`config.mk`:
```
export PLATFORM = sky130hd
export DESIGN_NAME = dmem_arbiter
export DESIGN_NICKNAME = d
export VERILOG_FILES = /design/src/rtl/dmem_pkg.sv /design/src/rtl/lsu_align.sv /design/src/rtl/dmem_arbiter.sv
export SDC_FILE = /design/constraint.sdc
export NUM_CORES = 1
export LEC_CHECK = 0
export CORE_AREA = 2 2 111 113
export CTS_BUF_LIST = sky130_fd_sc_hd__clkbuf_4 sky130_fd_sc_hd__clkbuf_8
export DETAILED_ROUTE_END_ITERATION = 10
export DIE_AREA = 0 0 113 115
export PLACE_DENSITY_LB_ADDON = 0.08
export SLEW_MARGIN = 20
export SYNTH_ARGS = -nofsm -noshare
export SYNTH_HDL_FRONTEND = slang
export SYNTH_HIERARCHICAL = 1
export SYNTH_SLANG_ARGS = --single-unit
```
`constraint.sdc`:
```
create_clock -name clk -period 4.4 [get_ports clk]
set_clock_uncertainty 0.1 [all_clocks]
set_input_delay 1.32 -clock clk [delete_from_list [all_inputs] [get_ports clk]]
set_output_delay 1.32 -clock clk [all_outputs]
set_load 0.005 [all_outputs]
```
`src/rtl/dmem_pkg.sv`:
```
// dmem_pkg: shared funct3/owner constants and response-stage record for the data-memory arbiter
package dmem_pkg;
  localparam logic [2:0] F3_B  = 3'b000;
  localparam logic [2:0] F3_H  = 3'b001;
  localparam logic [2:0] F3_W  = 3'b010;
  localparam logic [2:0] F3_BU = 3'b100;
  localparam logic [2:0] F3_HU = 3'b101;
  localparam logic OWN_CORE = 1'b0;
  localparam logic OWN_LD   = 1'b1;
  typedef struct packed {
    logic       valid;
    logic       owner;
    logic [2:0] funct3;
    logic [1:0] offset;
    logic       err;
  } resp_t;
endpackage

```
`src/rtl/lsu_align.sv`:
```
// lsu_align: byte-lane enables, store-data replication, misalign detection and load extraction/extension
module lsu_align
  import dmem_pkg::*;
(
  input  logic [2:0]  req_funct3_i,
  input  logic [1:0]  req_offset_i,
  input  logic [31:0] wdata_i,
  output logic [3:0]  be_o,
  output logic [31:0] wdata_o,
  output logic        misaligned_o,
  input  logic [2:0]  rsp_funct3_i,
  input  logic [1:0]  rsp_offset_i,
  input  logic [31:0] rdata_i,
  output logic [31:0] rdata_o
);
  logic [31:0] shifted;
  // request side: lanes follow the access size in funct3[1:0]; narrow data is replicated across lanes
  always_comb begin
    misaligned_o = (req_funct3_i == 3'b011) || (req_funct3_i[2:1] == 2'b11) ||
                   (req_funct3_i[1:0] == 2'b01 && req_offset_i[0]) ||
                   (req_funct3_i == F3_W && req_offset_i != 2'd0);
    be_o    = req_funct3_i[1:0] == 2'b00 ? 4'b0001 << req_offset_i :
              req_funct3_i[1:0] == 2'b01 ? (req_offset_i[1] ? 4'b1100 : 4'b0011) : 4'b1111;
    wdata_o = req_funct3_i[1:0] == 2'b00 ? {4{wdata_i[7:0]}} :
              req_funct3_i[1:0] == 2'b01 ? {2{wdata_i[15:0]}} : wdata_i;
  end
  // response side: shift the addressed lane down, then sign-extend unless funct3[2] marks unsigned
  always_comb begin
    shifted = rdata_i >> {rsp_offset_i, 3'b000};
    rdata_o = rsp_funct3_i[1:0] == 2'b00 ? {{24{!rsp_funct3_i[2] && shifted[7]}}, shifted[7:0]} :
              rsp_funct3_i[1:0] == 2'b01 ? {{16{!rsp_funct3_i[2] && shifted[15]}}, shifted[15:0]} :
              rdata_i;
  end
endmodule

```
`src/rtl/dmem_arbiter.sv`:
```
// dmem_arbiter: round-robin core/loader access to a 1-cycle-latency data memory with load alignment
module dmem_arbiter
  import dmem_pkg::*;
#(
  parameter int ADDR_W = 15,
  parameter int XLEN   = 32
) (
  input  logic              clk,
  input  logic              rst_n,
  input  logic              core_req,
  input  logic              core_we,
  input  logic [2:0]        core_funct3,
  input  logic [XLEN-1:0]   core_addr,
  input  logic [XLEN-1:0]   core_wdata,
  output logic              core_gnt,
  output logic              core_rvalid,
  output logic [XLEN-1:0]   core_rdata,
  output logic              core_err,
  input  logic              ld_req,
  input  logic              ld_we,
  input  logic [ADDR_W-1:0] ld_addr,
  input  logic [XLEN-1:0]   ld_wdata,
  output logic              ld_gnt,
  output logic              ld_rvalid,
  output logic [XLEN-1:0]   ld_rdata,
  output logic [3:0]        mem_we,
  output logic [ADDR_W-1:0] mem_r_addr,
  output logic [ADDR_W-1:0] mem_w_addr,
  output logic [XLEN-1:0]   mem_w_data,
  input  logic [XLEN-1:0]   mem_r_data
);
  logic              last_gnt_q, last_gnt_d;
  logic [ADDR_W-1:0] addr_q, addr_d;
  resp_t             resp_q, resp_d;
  logic              core_mis;
  logic [3:0]        core_be;
  logic [XLEN-1:0]   core_wlane, core_rext;
  logic              unused_addr_hi;
  assign unused_addr_hi = ^core_addr[XLEN-1:ADDR_W+2];
  lsu_align u_align (
    .req_funct3_i (core_funct3),
    .req_offset_i (core_addr[1:0]),
    .wdata_i      (core_wdata),
    .be_o         (core_be),
    .wdata_o      (core_wlane),
    .misaligned_o (core_mis),
    .rsp_funct3_i (resp_q.funct3),
    .rsp_offset_i (resp_q.offset),
    .rdata_i      (mem_r_data),
    .rdata_o      (core_rext)
  );
  // grant favours whoever was not served last; the winner steers address, lanes and data
  always_comb begin
    core_gnt   = rst_n && core_req && (!ld_req || last_gnt_q == OWN_LD);
    ld_gnt     = rst_n && ld_req && (!core_req || last_gnt_q == OWN_CORE);
    last_gnt_d = core_gnt ? OWN_CORE : ld_gnt ? OWN_LD : last_gnt_q;
    addr_d     = core_gnt ? core_addr[ADDR_W+1:2] : ld_gnt ? ld_addr : addr_q;
    mem_r_addr = addr_d;
    mem_w_addr = addr_d;
    mem_we     = core_gnt ? (core_we && !core_mis ? core_be : 4'b0000) : ld_gnt && ld_we ? 4'b1111 : 4'b0000;
    mem_w_data = core_gnt ? core_wlane : ld_gnt ? ld_wdata : '0;
    resp_d.valid  = (core_gnt && (!core_we || core_mis)) || (ld_gnt && !ld_we);
    resp_d.owner  = ld_gnt ? OWN_LD : OWN_CORE;
    resp_d.funct3 = core_funct3;
    resp_d.offset = core_addr[1:0];
    resp_d.err    = core_gnt && core_mis;
  end
  // response outputs are gated to zero whenever their pulse is not active
  always_comb begin
    core_rvalid = resp_q.valid && resp_q.owner == OWN_CORE && !resp_q.err;
    core_err    = resp_q.valid && resp_q.owner == OWN_CORE && resp_q.err;
    ld_rvalid   = resp_q.valid && resp_q.owner == OWN_LD;
    core_rdata  = core_rvalid ? core_rext : '0;
    ld_rdata    = ld_rvalid ? mem_r_data : '0;
  end
  // arbiter history, held address and the single response stage
  always_ff @(posedge clk or negedge rst_n) begin
    if (!rst_n) begin
      last_gnt_q <= OWN_LD;
      addr_q     <= '0;
      resp_q     <= '0;
    end else begin
      last_gnt_q <= last_gnt_d;
      addr_q     <= addr_d;
      resp_q     <= resp_d;
    end
  end
endmodule

```
; ---- After elaboration in Yosys (flattened, before gate mapping)
; Cells that the tools add are included.
[totals]
ff_bits = 24
input_bits = 152
out_inout_bits = 135
elab_cells = 70
[classes]
n_eq_ne = 5
shift = 2
muxes = 19
bitwise_logic = 2
n_reduce_logical = 35
[ops]
columns = cell, n
row1 = 2-to-1 mux 32 bit, 8
row2 = right shift 32 x 5 -> 16 bit, 1
row3 = 2-to-1 mux 15 bit, 2
row4 = 2-to-1 mux 4 bit, 6
row5 = logical AND 1 bit, 17
row6 = logical NOT 1 bit, 7
row7 = logical OR 1 bit, 7
row8 = "equality test 3 x 2 -> 1 bit, second input constant", 2
row9 = "equality test 2 x 1 -> 1 bit, second input constant", 2
row10 = logical NOT 2 bit, 2
row11 = nonzero test 2 bit, 2
row12 = "left shift 1 x 2 -> 4 bit, first input constant", 1
row13 = 2-to-1 mux 1 bit, 3
row14 = "equality test 2 bit, second input constant", 1
row15 = inverter 1 bit, 2

; ---- Depth between registers and ports, before layout
[depth]
ltp_word = 8
mapped_depth = 7

; ---- Cells and area by module
; Netlist, hierarchy kept.
[by_module_without_submodules]
columns = mod, n_inst, cells_each, area_per_inst_um2
row1 = dmem_arbiter, 1, 243, 2018.2
row2 = lsu_align, 1, 236, 1687.9

; ---- Worst setup path before layout
; No wires, ideal clock.
[synth_timing]
kind = in2out
startpoint = in ld_req
endpoint = out mem_w_addr[10]
t_arrival_ns = 2.469
required_ns = 2.980
slack_ns = 0.511
path_stages = 7
n_path_buf = 4
path_cell_list = nor2b_2 -> buf_6 -> or2_1 -> buf_6 -> buf_2 -> a31oi_1 -> buf_4
[synth_between]
elab_chain_len = 4
[synth_rtl]
columns = item, line_no
row1 = "start, declared", dmem_arbiter.sv:19  ; input logic ld_req,
row2 = logical AND 1 bit or logical NOT 1 bit (tied branches), "dmem_arbiter.sv:55, dmem_arbiter.sv:54"
row3 = logical AND 1 bit or logical OR 1 bit (tied branches), "dmem_arbiter.sv:55, dmem_arbiter.sv:54"
row4 = 2-to-1 mux 15 bit or logical AND 1 bit (tied branches), "dmem_arbiter.sv:57, dmem_arbiter.sv:54"
row5 = 2-to-1 mux 15 bit *, dmem_arbiter.sv:57  ; addr_d = core_gnt ? core_addr[ADDR_W+1:2] : ld_gnt ? ld_addr : addr_q;
row6 = "end, declared", dmem_arbiter.sv:28  ; output logic [ADDR_W-1:0] mem_w_addr,
; Every way passes the cells marked *; elsewhere a longest branch is shown, timed or not.

; ---- Worst setup path after layout
[layout_timing]
startpoint = in mem_r_data[7]
endpoint = out core_rdata[22]
[layout_between]
elab_chain_len = 5
[layout_rtl]
columns = item, line_no
row1 = "start, declared", dmem_arbiter.sv:30  ; input logic [XLEN-1:0] mem_r_data
row2 = right shift 32 x 5 -> 16 bit *, lsu_align.sv:29  ; shifted = rdata_i >> {rsp_offset_i, 3'b000};
row3 = logical AND 1 bit, lsu_align.sv:31  ; rsp_funct3_i[1:0] == 2'b01 ? {{16{!rsp_funct3_i[2] && shifted[15]}}, shifted[15:0]} :
row4 = 2-to-1 mux 32 bit, lsu_align.sv:31
row5 = 2-to-1 mux 32 bit *, lsu_align.sv:30  ; rdata_o = rsp_funct3_i[1:0] == 2'b00 ? {{24{!rsp_funct3_i[2] && shifted[7]}}, shifted[7:0]} :
row6 = via core_rext[22], dmem_arbiter.sv:37  ; logic [XLEN-1:0] core_wlane, core_rext;
row7 = 2-to-1 mux 32 bit *, dmem_arbiter.sv:73  ; core_rdata = core_rvalid ? core_rext : '0;
row8 = "end, declared", dmem_arbiter.sv:17  ; output logic [XLEN-1:0] core_rdata,
; Mark *: on every way through the listed nets, which the timed path passes. The rest lies on a longest branch.

==> impl_metrics.csv <==
group,metric,value,unit
routing,viasPerCell,5.25,
placed_design,place_congestion,0.834,
logic_synthesis,synth_top_area_share,0.155,
logic_synthesis,synthFlopType,"dfrtp_1",
worst_hold_path,hold_start,"last_gnt_q",
clock_tree,cts_tree,"yes",
logic_synthesis,ys_ff_latch,24,
logic_synthesis,synth_edf_count,0,
sta,slew_violations,0,
critical_path,crit_start,"mem_r_data[7]",
critical_path,regToRegEndpoint,"addr_q[6]",
sta,fmax,0.228,GHz
logic_synthesis,syn-num-nets,631,
run,drv_cap,0,
cells_and_area,n_antenna_cell,0,
sta,rsz0062_at_grt,"yes",
logic_synthesis,synth_top_area_cell,"dfrtp_1",
logic_synthesis,ys_top_cells_by_count,"48 x nand2_1, 36 x a22o_1, 36 x and2_1",
worst_hold_path,worst_hold_path_type,"reg2reg",
cells_and_area,multiInputGateArea,2810,um^2
outcome,status,"finished, violations left",
power_and_ir_drop,p_per_area,171,nW/um^2
sta,min_period_over_period,0.999,
critical_path,startpoint_type,"input pin",
sta,finalSetupViolCount,0,
floorplanning,die-area,13000,um^2
sta,layout_setup_ws,5.22,ps
floorplanning,ios,287,
routing,post-route-drc-count,18,
critical_path,endpoint,"core_rdata[22]",
grt,antenna_found_initial,0,
outcome,violations,"DRC",
sta,maxSlewHeadroom,0.479,
clock_tree,numClockSinks,24,
critical_path,crit_arrival,2970,ps
logic_synthesis,synth-async-reset-ratio,1.00,
logic_synthesis,syn_area,3710,um^2
routing,final_antenna_net_count,0,
grt,grt_overflow_total,0,
clock_tree,worstSkewPairLatency,260,ps
logic_synthesis,syn_inst,479,
logic_synthesis,yosys.cell_count.top_type,"nand2_1",
clock_tree,htreeDepth,1,
placed_design,place_hpwl,12100,um
cells_and_area,design_area,7270,um^2
placed_design,place_ws,-438,ps
critical_path,cp_max_fo,7,
routing,drt_iter0_markers,287,
floorplanning,die_h,115,um
clock_tree,cts_hold_buf,0,
power_and_ir_drop,peakVddDrop,0.000166,V
routing,vias,4855,
floorplanning,die_w,113,um
placed_design,numPortBuffers,271,
clock_tree,cts_root_buffer,"clkbuf_8",
critical_path,end_kind,"output port",
power_and_ir_drop,p_leak,3.48,nW
clock_tree,cts_buffers,3,
logic_synthesis,seq_area_frac_synth,0.162,
clock_tree,clk_pin_slew,70,ps
critical_path,critPathRequiredTime,2980,ps
critical_path,r2r_start,"last_gnt_q",
routing,dr.pass1.iters,7,
sta,tightest_slew,781,ps
critical_path,r2r_slack,2820,ps
critical_path,reg2regPathDepth,5,
grt,first_global_vias,4945,
grt,grt_usage,0.238,
grt,grt_max_degree,47,
logic_synthesis,synth_area_leaders,"dfrtp_1 16%, a22o_1 8.5%, mux2_2 7.0%, and2_1 6.1%, and3_1 5.4%",
floorplanning,initial_core_util,0.314,
floorplanning,core_area,11800,um^2
floorplanning,core.rowCount,40,
routing,wirelength,16400,um
sta,finalHoldViolations,0,
cells_and_area,area_delta_synth_final,96.2,%
grt,grt_pass1_wl,25200,um
cells_and_area,drive_gt1_frac,0.229,
sta,fin_crit,4390,ps
clock_tree,cts_max_path_buffers,2,
logic_synthesis,syn_avg_cell_area,7.74,um^2
routing,wire_per_inst,17.8,um
logic_synthesis,ys_warn_count,6,
cells_and_area,fillers,1092,
cells_and_area,nets,930,
power_and_ir_drop,power,0.00124,W
logic_synthesis,yosysUniqueCellTypes,51,
critical_path,crit_type,"in2out",
placed_design,place_area,6690,um^2
cells_and_area,seqCellArea,603,um^2
stage by stage:
step / hold WS (ps) / cells / TNS (ps) / util
after global placement: 394 / 892 / -22010 / 0.567
after global routing: 482 / 924 / -191 / 0.616
after CTS: 417 / 920 / -49.9 / 0.604
final: 427 / 924 / 0 / 0.616
after floorplan: 384 / 479 / 0 / -
after detailed placement: 410 / 892 / -24290 / 0.567
how the worst min path moves through the flow:
| stage | cells past startpoint | end | slack [ps] |
|---|---|---|---|
| after floorplan | 2 | last_gnt_q | 380 |
| after CTS | 2 | last_gnt_q | 420 |
| after global routing | 2 | last_gnt_q | 480 |
| after global placement | 2 | last_gnt_q | 390 |
| final | 2 | last_gnt_q | 430 |
| after detailed placement | 2 | last_gnt_q | 410 |
state kept, by name, summed over array words and instances (netlist names):
name	cells
resp_q	8
last_gnt_q	1
addr_q	15
cell families after synthesis:
family | synth area share
AOI/OAI and AO/OA | 0.320
xor gates and xnor gates | 0.00439
buffers and inverters | 0.134
DFF | 0.162
muxes | 0.0915
and+or+nand+nor | 0.288
per-layer routing:
metal  GRT usage  vias to the layer above  wire, um
met5           0                        -         0
met4      0.0772                        0       556
met3      0.0517                       32      1370
met2       0.447                      215      8360
met1       0.266                     2263      6120
li1            -                     2345         -
layout make-up:
cell class                      instances  area share
Clock buffer                            4     0.00671
Inverter                                6     0.00482
Multi-Input combinational cell        377       0.387
Tap cell                              147      0.0253
Sequential cell                        24      0.0829
Timing Repair inverter                  1     0.00224
Timing Repair Buffer                  365       0.491
repair_timing:
item                       CTS  global route
gates resized for setup    122            35
gates cloned                 4             0
setup endpoints to repair   93            39
pin swaps                    6             4
setup buffers               20             4
layout by cell type, fill, tap and decap left out, drive strengths merged, types with 8 or more instances in the layout:
cell / instances
nand3: 15
a22oi: 26
nor3: 16
nor2b: 10
a31oi: 16
a21oi: 17
a22o: 36
nor2: 8
and3: 32
clkdlybuf4s50: 189
nand2: 48
mux2i: 8
and2: 36
dfrtp: 23
dlygate4sd2: 50
o21ai: 39
and3b: 9
mux2: 23
buf: 98
dlymetal6s2s: 24
where the power goes:
group | switching, W | internal [W]
Clock | 0.0000652 | 0.0000708
Combinational | 0.000336 | 0.000493
Sequential | 0.0000224 | 0.000257
Total | 0.000424 | 0.000821
worst max-delay path: stages:
cell	delay (ps)
dlygate4sd2_1	250
buf_6	120
or3_4	390
o221ai_4	110
buf_16	160
a22oi_2	50
and2_1	140
clkdlybuf4s50_1	440
(Power assumes the default switching activity.)
